===== src/rtl/accum_block_12bit.sv =====
// accum_block_12bit: block accumulator for a valid/ready stream of 12-bit samples.
// It sums N samples mod 4096 through one add_12bit ripple adder. The block sum
// and a wrap flag are then held on a valid/ready output until it is consumed.
//   clk, rst       : clock, synchronous active-high reset
//   clr            : abort the partial block (ignored while a result is pending)
//   in_valid/ready : sample handshake, in_data = 12-bit unsigned sample
//   out_valid/ready: result handshake, out_sum = block sum mod 4096,
//                    out_wrap = some addition in the block overflowed
// add_12bit: 12-bit ripple-carry adder (a_i + b_i), carry-out on cout_o.

module add_12bit (
  input  logic [11:0] a_i,
  input  logic [11:0] b_i,
  output logic [11:0] sum_o,
  output logic        cout_o
);
  logic [12:0] c;
  assign c[0] = 1'b0;
  for (genvar i = 0; i < 12; i++) begin : g_fa
    assign sum_o[i] = a_i[i] ^ b_i[i] ^ c[i];
    assign c[i+1]   = (a_i[i] & b_i[i]) | (c[i] & (a_i[i] ^ b_i[i]));
  end
  assign cout_o = c[12];
endmodule

module accum_block_12bit #(
  parameter int N = 8
) (
  input  logic        clk,
  input  logic        rst,
  input  logic        clr,
  input  logic        in_valid,
  output logic        in_ready,
  input  logic [11:0] in_data,
  output logic        out_valid,
  input  logic        out_ready,
  output logic [11:0] out_sum,
  output logic        out_wrap
);
  localparam int CNT_W = (N > 1) ? $clog2(N) : 1;

  typedef enum logic {ACCUM, HOLD} state_t;

  state_t            state_q, state_d;
  logic [11:0]       acc_q, acc_d;
  logic [CNT_W-1:0]  cnt_q, cnt_d;
  logic              wrap_q, wrap_d;
  logic [11:0]       sum_q, sum_d;
  logic              owrap_q, owrap_d;

  logic [11:0] nxt;
  logic        cout_unused;
  logic        wcond;
  logic        last;

  add_12bit u_add (
    .a_i   (acc_q),
    .b_i   (in_data),
    .sum_o (nxt),
    .cout_o(cout_unused)
  );

  // Overflow detected from the truncated result, so the adder carry is not needed.
  assign wcond = (nxt < acc_q);
  assign last  = (cnt_q == CNT_W'(N - 1));

  always_comb begin
    state_d   = state_q;
    acc_d     = acc_q;
    cnt_d     = cnt_q;
    wrap_d    = wrap_q;
    sum_d     = sum_q;
    owrap_d   = owrap_q;
    in_ready  = 1'b0;
    out_valid = 1'b0;
    case (state_q)
      ACCUM: begin
        in_ready = ~clr;
        if (clr) begin
          acc_d  = '0;
          cnt_d  = '0;
          wrap_d = 1'b0;
        end else if (in_valid) begin
          if (last) begin
            sum_d   = nxt;
            owrap_d = wrap_q | wcond;
            acc_d   = '0;
            cnt_d   = '0;
            wrap_d  = 1'b0;
            state_d = HOLD;
          end else begin
            acc_d  = nxt;
            cnt_d  = cnt_q + CNT_W'(1);
            wrap_d = wrap_q | wcond;
          end
        end
      end
      HOLD: begin
        // Result stays registered; clr has no effect so the block is never dropped.
        out_valid = 1'b1;
        if (out_ready) state_d = ACCUM;
      end
      default: state_d = ACCUM;
    endcase
  end

  always_ff @(posedge clk) begin
    if (rst) begin
      state_q <= ACCUM;
      acc_q   <= '0;
      cnt_q   <= '0;
      wrap_q  <= 1'b0;
      sum_q   <= '0;
      owrap_q <= 1'b0;
    end else begin
      state_q <= state_d;
      acc_q   <= acc_d;
      cnt_q   <= cnt_d;
      wrap_q  <= wrap_d;
      sum_q   <= sum_d;
      owrap_q <= owrap_d;
    end
  end

  assign out_sum  = sum_q;
  assign out_wrap = owrap_q;
endmodule

===== config.mk =====
export PLATFORM = sky130hd
export DESIGN_NAME = accum_block_12bit
export DESIGN_NICKNAME = d
export VERILOG_FILES = /design/src/rtl/accum_block_12bit.sv
export SDC_FILE = /design/constraint.sdc
export NUM_CORES = 1
export LEC_CHECK = 0
export ABC_AREA = 1
export CAP_MARGIN = 20
export CORE_ASPECT_RATIO = 1.2
export CORE_MARGIN = 3
export CORE_UTILIZATION = 55
export DETAILED_ROUTE_END_ITERATION = 12
export PLACE_DENSITY_LB_ADDON = 0.15
export SLEW_MARGIN = 20
export SYNTH_ARGS = -nofsm -noshare
export SYNTH_HDL_FRONTEND = slang
export SYNTH_SLANG_ARGS = --single-unit

===== constraint.sdc =====
create_clock -name clk -period 13.35 [get_ports clk]
set_input_delay 2.0025 -clock clk [delete_from_list [all_inputs] [get_ports clk]]
set_output_delay 2.0025 -clock clk [all_outputs]
set_load 0.1 [all_outputs]

Word-level counts from Yosys, hierarchy flattened:

Index checks and enable logic that the tools add are counted.

* $add $sub $neg: 1
* order comparisons: 1
* equal/unequal tests: 1
* multiplexer cells: 16
* bitwise logic cells: 57
* reductions and logical operators: 3

Operator list (count)
* $mux 12: 3
* $xor 1x1->1: 23
* $and 1x1->1: 21
* $lt 12x12->1: 1
* $or 1x1->1: 11
* $mux 1: 9
* $mux 3: 3
* $reduce_and 4->1: 1
* $add 3x1->3 const B: 1
* $eq 3x3->1 const B: 1
* $not 1->1: 2
* $pmux 1 s2: 1
* $reduce_and 2->1: 1
* $reduce_bool 2->1: 1

* flip-flop bits (word level): 30
* bits of input ports: 17
* output and inout bits: 15
* logic and storage cells: 85

Depth between registers and ports, before layout:

Gate-level depths: netlist of the first run.

* depth after elaboration: 27
* mapped depth: 27
* depth with buffers taken out: 27

Hierarchy:

Synthesis of the first run repeated with hierarchy kept, for this count alone.

* cell total of the unflattened synthesis: 221
* area, all modules: 1740.4 sq um

By module, submodules not included
* accum_block_12bit: instances 1, cells each 199, area each 1470.2 sq um, seq. area each 600.6 sq um
* add_12bit: instances 1, cells each 22, area each 270.3 sq um, seq. area each 0.0 sq um

Least setup slack after synthesis of the first run:

OpenSTA, ideal clock, no wires.

* path kind: input to register
* from: in in_data[0]
* to: reg owrap_q, in the netlist out_wrap
* library setup time: 109 ps
* arrival time: 6451 ps
* data required time: 13241 ps
* path slack: 6791 ps
* stages: 27
* buffers on the path: 0
* cells stage by stage: ha_1 -> inv_1 -> fa_1 -> fa_1 -> fa_1 -> inv_1 -> fa_1 -> inv_1 -> fa_1 -> inv_1 -> fa_1 -> inv_1 -> fa_1 -> fa_1 -> inv_1 -> fa_1 -> inv_1 -> fa_1 -> xor2_1 -> ha_1 -> nand2_1 -> nor2_1 -> nand3_1 -> nand3_1 -> nand3_1 -> nand2_1 -> inv_1

* longest elaborated chain between the ends: 24
* elaborated cells on any way between the ends: 35
* those cells by class: order compare (1); bitwise (34)

Ends and longest elaborated chain
* from (decl): line 34 `input logic [11:0] in_data,`
* $and 1x1->1 (2 in series): line 21 `assign c[i+1] = (a_i[i] & b_i[i]) | (c[i] & (a_i[i] ^ b_i[i]));`
* $or 1x1->1: line 21
* $and 1x1->1: line 21
* $or 1x1->1: line 21
* $and 1x1->1: line 21
* $or 1x1->1: line 21
* $and 1x1->1: line 21
* $or 1x1->1: line 21
* [... 8 more ...]
* $and 1x1->1: line 21
* $or 1x1->1: line 21
* $and 1x1->1: line 21
* $or 1x1->1: line 21
* $xor 1x1->1: line 20 `assign sum_o[i] = a_i[i] ^ b_i[i] ^ c[i];`
* named net nxt[11]: line 51 `logic [11:0] nxt;`
* $lt 12x12->1: line 64 `assign wcond = (nxt < acc_q);`
* $or 1x1->1: line 86 `owrap_d = wrap_q | wcond;`
* to (signal assigned): line 121 `owrap_q <= owrap_d;`
* to (decl): line 49 `logic owrap_q, owrap_d;`

The timed path passes the listed nets, and every way through them passes these cells.
A chain may end at the register's enable or synchronous reset.

Worst setup path in the final report of the first run:

Same ends and word-level chain as after synthesis.

==> run_results.csv, run 1 <==
group,metric,value,unit
clocking,htreeDepth,2,
cells_and_area,syn_to_final_growth,21.1,%
setup_path,cp.buffers_inverters,9,
power_and_ir_drop,leakagePower,0.902,nW
detailed_routing,drt-total-wl,3.66,mm
logic_synthesis,synth_seq_area_share,0.345,
floorplan,core_area,0.00292,mm2
cells_and_area,fin_area,0.00211,mm2
clocking,cts_resized,0,
logic_synthesis,yosys.area.top_type,"dfxtp_1",
sta,rsz0062_at_grt,"false",
logic_synthesis,async_flop_share,0,
setup_path,critical_path_class,"input pin to flop",
sta,hold_viol,0,
sta,max_freq,141,MHz
logic_synthesis,syn_area,0.00174,mm2
logic_synthesis,ys_ff_latch,30,
logic_synthesis,synthTopCellsByCount,"40 x inv_1, 30 x dfxtp_1, 30 x nand2_1",
placement,place_area,0.00205,mm2
floorplan,io_pins,32,
setup_path,cp.required,13.65,ns
detailed_routing,drc,0,
logic_synthesis,yosysTopAreaCellShare,0.345,
setup_path,cpMaxStageDelayCell,"clkdlybuf4s50_1",
setup_path,cp.depth,27,
clocking,clock_path_buffers,2,
floorplan,num_rows,21,
clocking,clkLatencyLatePin,0.34,ns
clocking,cts_setup_buffers,0,
setup_path,reg2reg_from,"acc_q[0]",
logic_synthesis,synth-edff-count,0,
setup_path,critPathMaxFanout,3,
setup_path,setup.worst_path.start,"in_data[0]",
setup_path,reg2regPathDepth,26,
cells_and_area,fin_cells,277,
sta,post-route-period-util,0.533,
floorplan,die_area,0.00388,mm2
logic_synthesis,syn_area_per_cell,8.29,um2
sta,max-slew-margin-rel,0.346,
logic_synthesis,synth-main-ff-cell,"dfxtp_1",
floorplan,start_util,0.597,
clocking,path_clk_slew,0.10,ns
placement,place_ws,5.91,ns
outcome,status,"finished, final reports clean",
global_routing,antenna_found_initial,0,
detailed_routing,ant_nets,0,
worst_hold_path,hold_class,"flop to flop",
sta,period_minus_slack,7.12,ns
sta,tns,0,ns
global_routing,grt_pass1_vias,1426,
setup_path,critPathArrivalTime,7.41,ns
logic_synthesis,syn_inst,210,
detailed_routing,drtIter0Drc,42,
logic_synthesis,synthMostInstantiatedCell,"inv_1",
sta,finClkSkew,0.00920,ns
global_routing,gr-usage-all-layers,0.210,
setup_path,worstSetupStartpointType,"input pin",
clocking,cts_tree,"yes",
cells_and_area,num-nets-final,282,
placement,placedCellCount,269,
sta,worstMarginPinSlew,0.978,ns
clocking,clock_sinks,30,
placement,hpwl,2.69,mm
setup_path,critPathCaptureType,"flop",
power_and_ir_drop,powerDensity,97.6,mW/mm2
detailed_routing,wl_per_cell,13.2,um
logic_synthesis,yosys_warnings,0,
setup_path,slowest_delay,0.46,ns
logic_synthesis,yosys.cell_types.count,27,
sta,whs,0.472,ns
sta,worst_slack,6.23,ns
global_routing,grt-ovfl-total,0,
logic_synthesis,ys_top_cells_by_area,"dfxtp_1 35%, fa_1 12%, ha_1 9.3%",
logic_synthesis,postSynthNetCount,250,
run,maxCapViolCount,0,
power_and_ir_drop,ir_worst_vdd,0.0682,mV
cells_and_area,antenna_cells,0,
global_routing,grt_pass1_wl,6.12,mm
placement,place_congestion,0.768,
cells_and_area,fin_util,0.723,
cells_and_area,drive_above_1_share,0.115,
sta,maxSlewViolCount,0,
power_and_ir_drop,power,0.206,mW
worst_hold_path,hp-start,"acc_q[5]",
global_routing,grt_max_degree,23,
clocking,ctsHoldBuffers,0,
detailed_routing,first_pass_iters,4,
setup_path,cp_common_cell,"fa_1",
clocking,numCtsBuffers,5,
setup_path,critical_path.top_delay_family,"adder cells",
clocking,cts-root-buf,"clkbuf_4",
sta,setup_viol,0,
floorplan,die_h,67.6,um
placement,portBuffers,31,
floorplan,die_w,57.4,um
detailed_routing,vias,1427,
detailed_routing,viasPerCell,5.15,
worst_hold_path,hold-path-cell-count,2,
-- path summary, 6_finish.rpt --
check,end,slack (ns)
worst max-delay path,out_wrap,6.23
worst min-delay path,acc_q[5],0.47
worst max register to register,out_wrap,8.00
worst min register to register,acc_q[5],0.47
-- state kept, by name (all words and copies together), names as in the netlist --
name,count
cnt_q,3
acc_q,12
out_wrap,1
state_q,1
wrap_q,1
out_sum,12
-- cell families (layout without fill, tap and decap cells) --
group	Yosys count	count (layout)	synth area share
AOI/OAI and AO/OA	45	45	0.168
adders and majority gates	23	23	0.208
DFF	30	30	0.345
xor gates and xnor gates	2	2	0.0101
buffers and inverters	50	83	0.124
and+or+nand+nor	60	60	0.145
-- report_power, final --
group | leakage (nW) | internal (mW) | switching [mW]
Sequential | 0.244 | 0.0924 | 0.00154
Clock | 0.0353 | 0.0255 | 0.0325
Combinational | 0.623 | 0.0230 | 0.0309
Total | 0.902 | 0.141 | 0.0649
-- cell usage in the layout, fill, tap and decap left out, types with 2 or more instances in the layout --
| cell | count |
|---|---|
| a211oi_1 | 6 |
| a21oi_1 | 18 |
| a21oi_2 | 6 |
| clkbuf_4 | 5 |
| clkdlybuf4s50_1 | 31 |
| dfxtp_1 | 30 |
| fa_1 | 10 |
| ha_1 | 13 |
| inv_1 | 40 |
| inv_2 | 2 |
| nand2_1 | 30 |
| nand3_1 | 5 |
| nor2_1 | 21 |
| o21ai_0 | 5 |
| o21ai_1 | 2 |
| o21ai_2 | 7 |
-- layer usage --
metal,wire [um],vias to the layer above,GRT usage
met5,0,-,0
met3,123,8,0.0459
met1,1570,675,0.232
met2,1880,25,0.377
li1,-,719,-
met4,82,0,0.104
-- area by class of cell --
type                            instances  area, um2
Inverter                               43        164
Timing Repair Buffer                   32        318
Clock inverter                          1       5.00
Sequential cell                        30        601
Fill cell                             214        808
Tap cell                               34       42.5
Multi-Input combinational cell        130        923
Clock buffer                            7       55.1
-- worst reg2reg max path, stage by stage, from the launching register on --
cell and delay [ns]:
dfxtp_1 0.35, ha_1 0.14, inv_1 0.05, fa_1 0.41, fa_1 0.40, fa_1 0.36
inv_1 0.08, fa_1 0.16, inv_1 0.05, fa_1 0.37, inv_1 0.09, fa_1 0.17
inv_1 0.05, fa_1 0.40, fa_1 0.39, inv_1 0.08, fa_1 0.16, inv_1 0.05
fa_1 0.37, xor2_1 0.31, ha_1 0.31, a21o_1 0.19, nor2_1 0.10, nand3_1 0.10
nand3_1 0.08, nand2_1 0.05, inv_1 0.04
No activity file was read; power rests on OpenSTA's default activity.
==> run 2, diff against run 1 <==
- CORE_UTILIZATION: 55 -> 47
- clock period: 13.35 -> 6.22 ns (I/O delays scaled with it)
==> run_results.csv, run 2 (synthesis results as in run 1) <==
group,metric,value,unit
setup_path,critical_path_class,"input pin to flop",
cells_and_area,final_cell_mix,"39 x inv_1, 31 x clkdlybuf4s50_1, 30 x nand2_1, 30 x dfxtp_1, 20 x nor2_1",
clocking,path_clk_slew,0.06,ns
sta,max_freq,168,MHz
clocking,clock_sinks,30,
sta,max-slew-margin-rel,0.349,
clocking,htreeDepth,2,
clocking,clkLatencyLatePin,0.27,ns
setup_path,worstSetupStartpointType,"input pin",
cells_and_area,antenna_cells,0,
sta,rsz0062_at_grt,"false",
sta,period_minus_slack,5.94,ns
floorplan,num_rows,23,
detailed_routing,drtIter0Drc,34,
sta,worstMarginPinSlew,0.974,ns
run,maxCapViolCount,0,
floorplan,io_pins,32,
floorplan,core_area,0.00345,mm2
sta,setup_viol,0,
global_routing,grt-ovfl-total,0,
cells_and_area,fin_area,0.00216,mm2
sta,maxSlewViolCount,0,
placement,place_area,0.00207,mm2
power_and_ir_drop,ir_worst_vdd,0.151,mV
setup_path,critPathMaxFanout,2,
cells_and_area,num-nets-final,284,
clocking,ctsHoldBuffers,0,
clocking,cts_tree,"yes",
clocking,cts-root-buf,"clkbuf_8",
cells_and_area,syn_to_final_growth,24.3,%
worst_hold_path,hold_class,"flop to flop",
global_routing,gr-usage-all-layers,0.172,
placement,hpwl,2.56,mm
cells_and_area,final_common_cell,"inv_1",
setup_path,slowest_delay,0.46,ns
detailed_routing,ant_nets,0,
setup_path,critPathArrivalTime,6.11,ns
setup_path,cp_common_cell,"fa_1",
clocking,clock_path_buffers,2,
detailed_routing,viasPerCell,4.88,
sta,hold_viol,0,
placement,portBuffers,31,
setup_path,cpMaxStageDelayCell,"clkdlybuf4s50_1",
detailed_routing,wl_per_cell,11.9,um
sta,finClkSkew,0.00164,ns
floorplan,die_w,61.6,um
global_routing,grt_pass1_vias,1295,
floorplan,die_area,0.00447,mm2
floorplan,die_h,72.7,um
global_routing,antenna_found_initial,0,
global_routing,grt_pass1_wl,5.83,mm
clocking,numCtsBuffers,5,
outcome,status,"finished, final reports clean",
detailed_routing,drc,0,
power_and_ir_drop,leakagePower,0.922,nW
power_and_ir_drop,power,0.476,mW
power_and_ir_drop,powerDensity,220,mW/mm2
setup_path,cp.required,6.40,ns
detailed_routing,first_pass_iters,4,
global_routing,grt_max_degree,23,
placement,place_congestion,0.824,
setup_path,critPathCaptureType,"flop",
sta,post-route-period-util,0.954,
detailed_routing,drt-total-wl,3.35,mm
detailed_routing,vias,1377,
floorplan,start_util,0.504,
cells_and_area,drive_above_1_share,0.135,
==> run 2: cell count changes in the layout (fill, tap and decap cells not counted) <==
cell / delta
fa_1: -1
clkbuf_4: -5
buf_4: +2
inv_2: +1
fa_2: +1
clkbuf_8: +5
inv_1: -1
nor2_1: -1
nor2_2: +1
==> run 2: final cells by class <==
| type | instances | area (um2) |
|---|---|---|
| Multi-Input combinational cell | 130 | 928 |
| Clock buffer | 7 | 86.3 |
| Fill cell | 315 | 1290 |
| Sequential cell | 30 | 601 |
| Timing Repair Buffer | 34 | 333 |
| Tap cell | 37 | 46.3 |
| Clock inverter | 1 | 5.00 |
| Inverter | 43 | 164 |
==> run 2: worst max-delay path, delay by kind of cell <==
| family | cells | cell delay [ns] |
|---|---|---|
| xor gates and xnor gates | 1 | 0.19 |
| adders and majority gates | 12 | 3.52 |
| buffers and inverters | 9 | 0.90 |
| and+or+nand+nor | 6 | 0.54 |
==> run 2: path summary, 6_finish.rpt <==
path,to,start,slack (ns),cells past startpoint
hold / removal,acc_q[1],acc_q[1],0.47,2
setup / recovery,out_wrap,in_data[0],0.28,28
setup reg to reg,out_wrap,acc_q[0],1.06,27
hold reg to reg,acc_q[1],acc_q[1],0.47,2
==> run 2: stage by stage <==
step	TNS, ns	instances	hold slack (ns)	util	setup WS [ns]
after global placement	-0.0365	274	0.454	0.599	-0.0365
after detailed placement	-0.127	274	0.461	0.599	-0.127
after global routing	0	282	0.488	0.626	0.0164
after CTS	0	282	0.471	0.625	0.152
after floorplan	0	210	0.443	-	0.730
final	0	282	0.468	0.626	0.285
==> run 2: power by group <==
group	internal, mW	leakage [nW]	switching, mW
sequential	0.199	0.244	0.00321
combinational	0.0524	0.630	0.0645
clock	0.0890	0.0482	0.0680
total	0.340	0.922	0.136
==> run 2: per-layer routing <==
metal	routed length [um]	global-route usage	up-vias	part of all wire
met5	0	0	-	0
met4	73	0.0613	0	0.022
met3	117	0.0425	6	0.035
met2	1610	0.268	27	0.48
met1	1550	0.230	618	0.46
li1	-	-	726	-
==> run 2: repair_timing <==
action | 4_1_cts | 5_1_grt
endpoints found under the setup margin | 0 | 1
buffers inserted | 0 | 0
resized for setup | 0 | 3
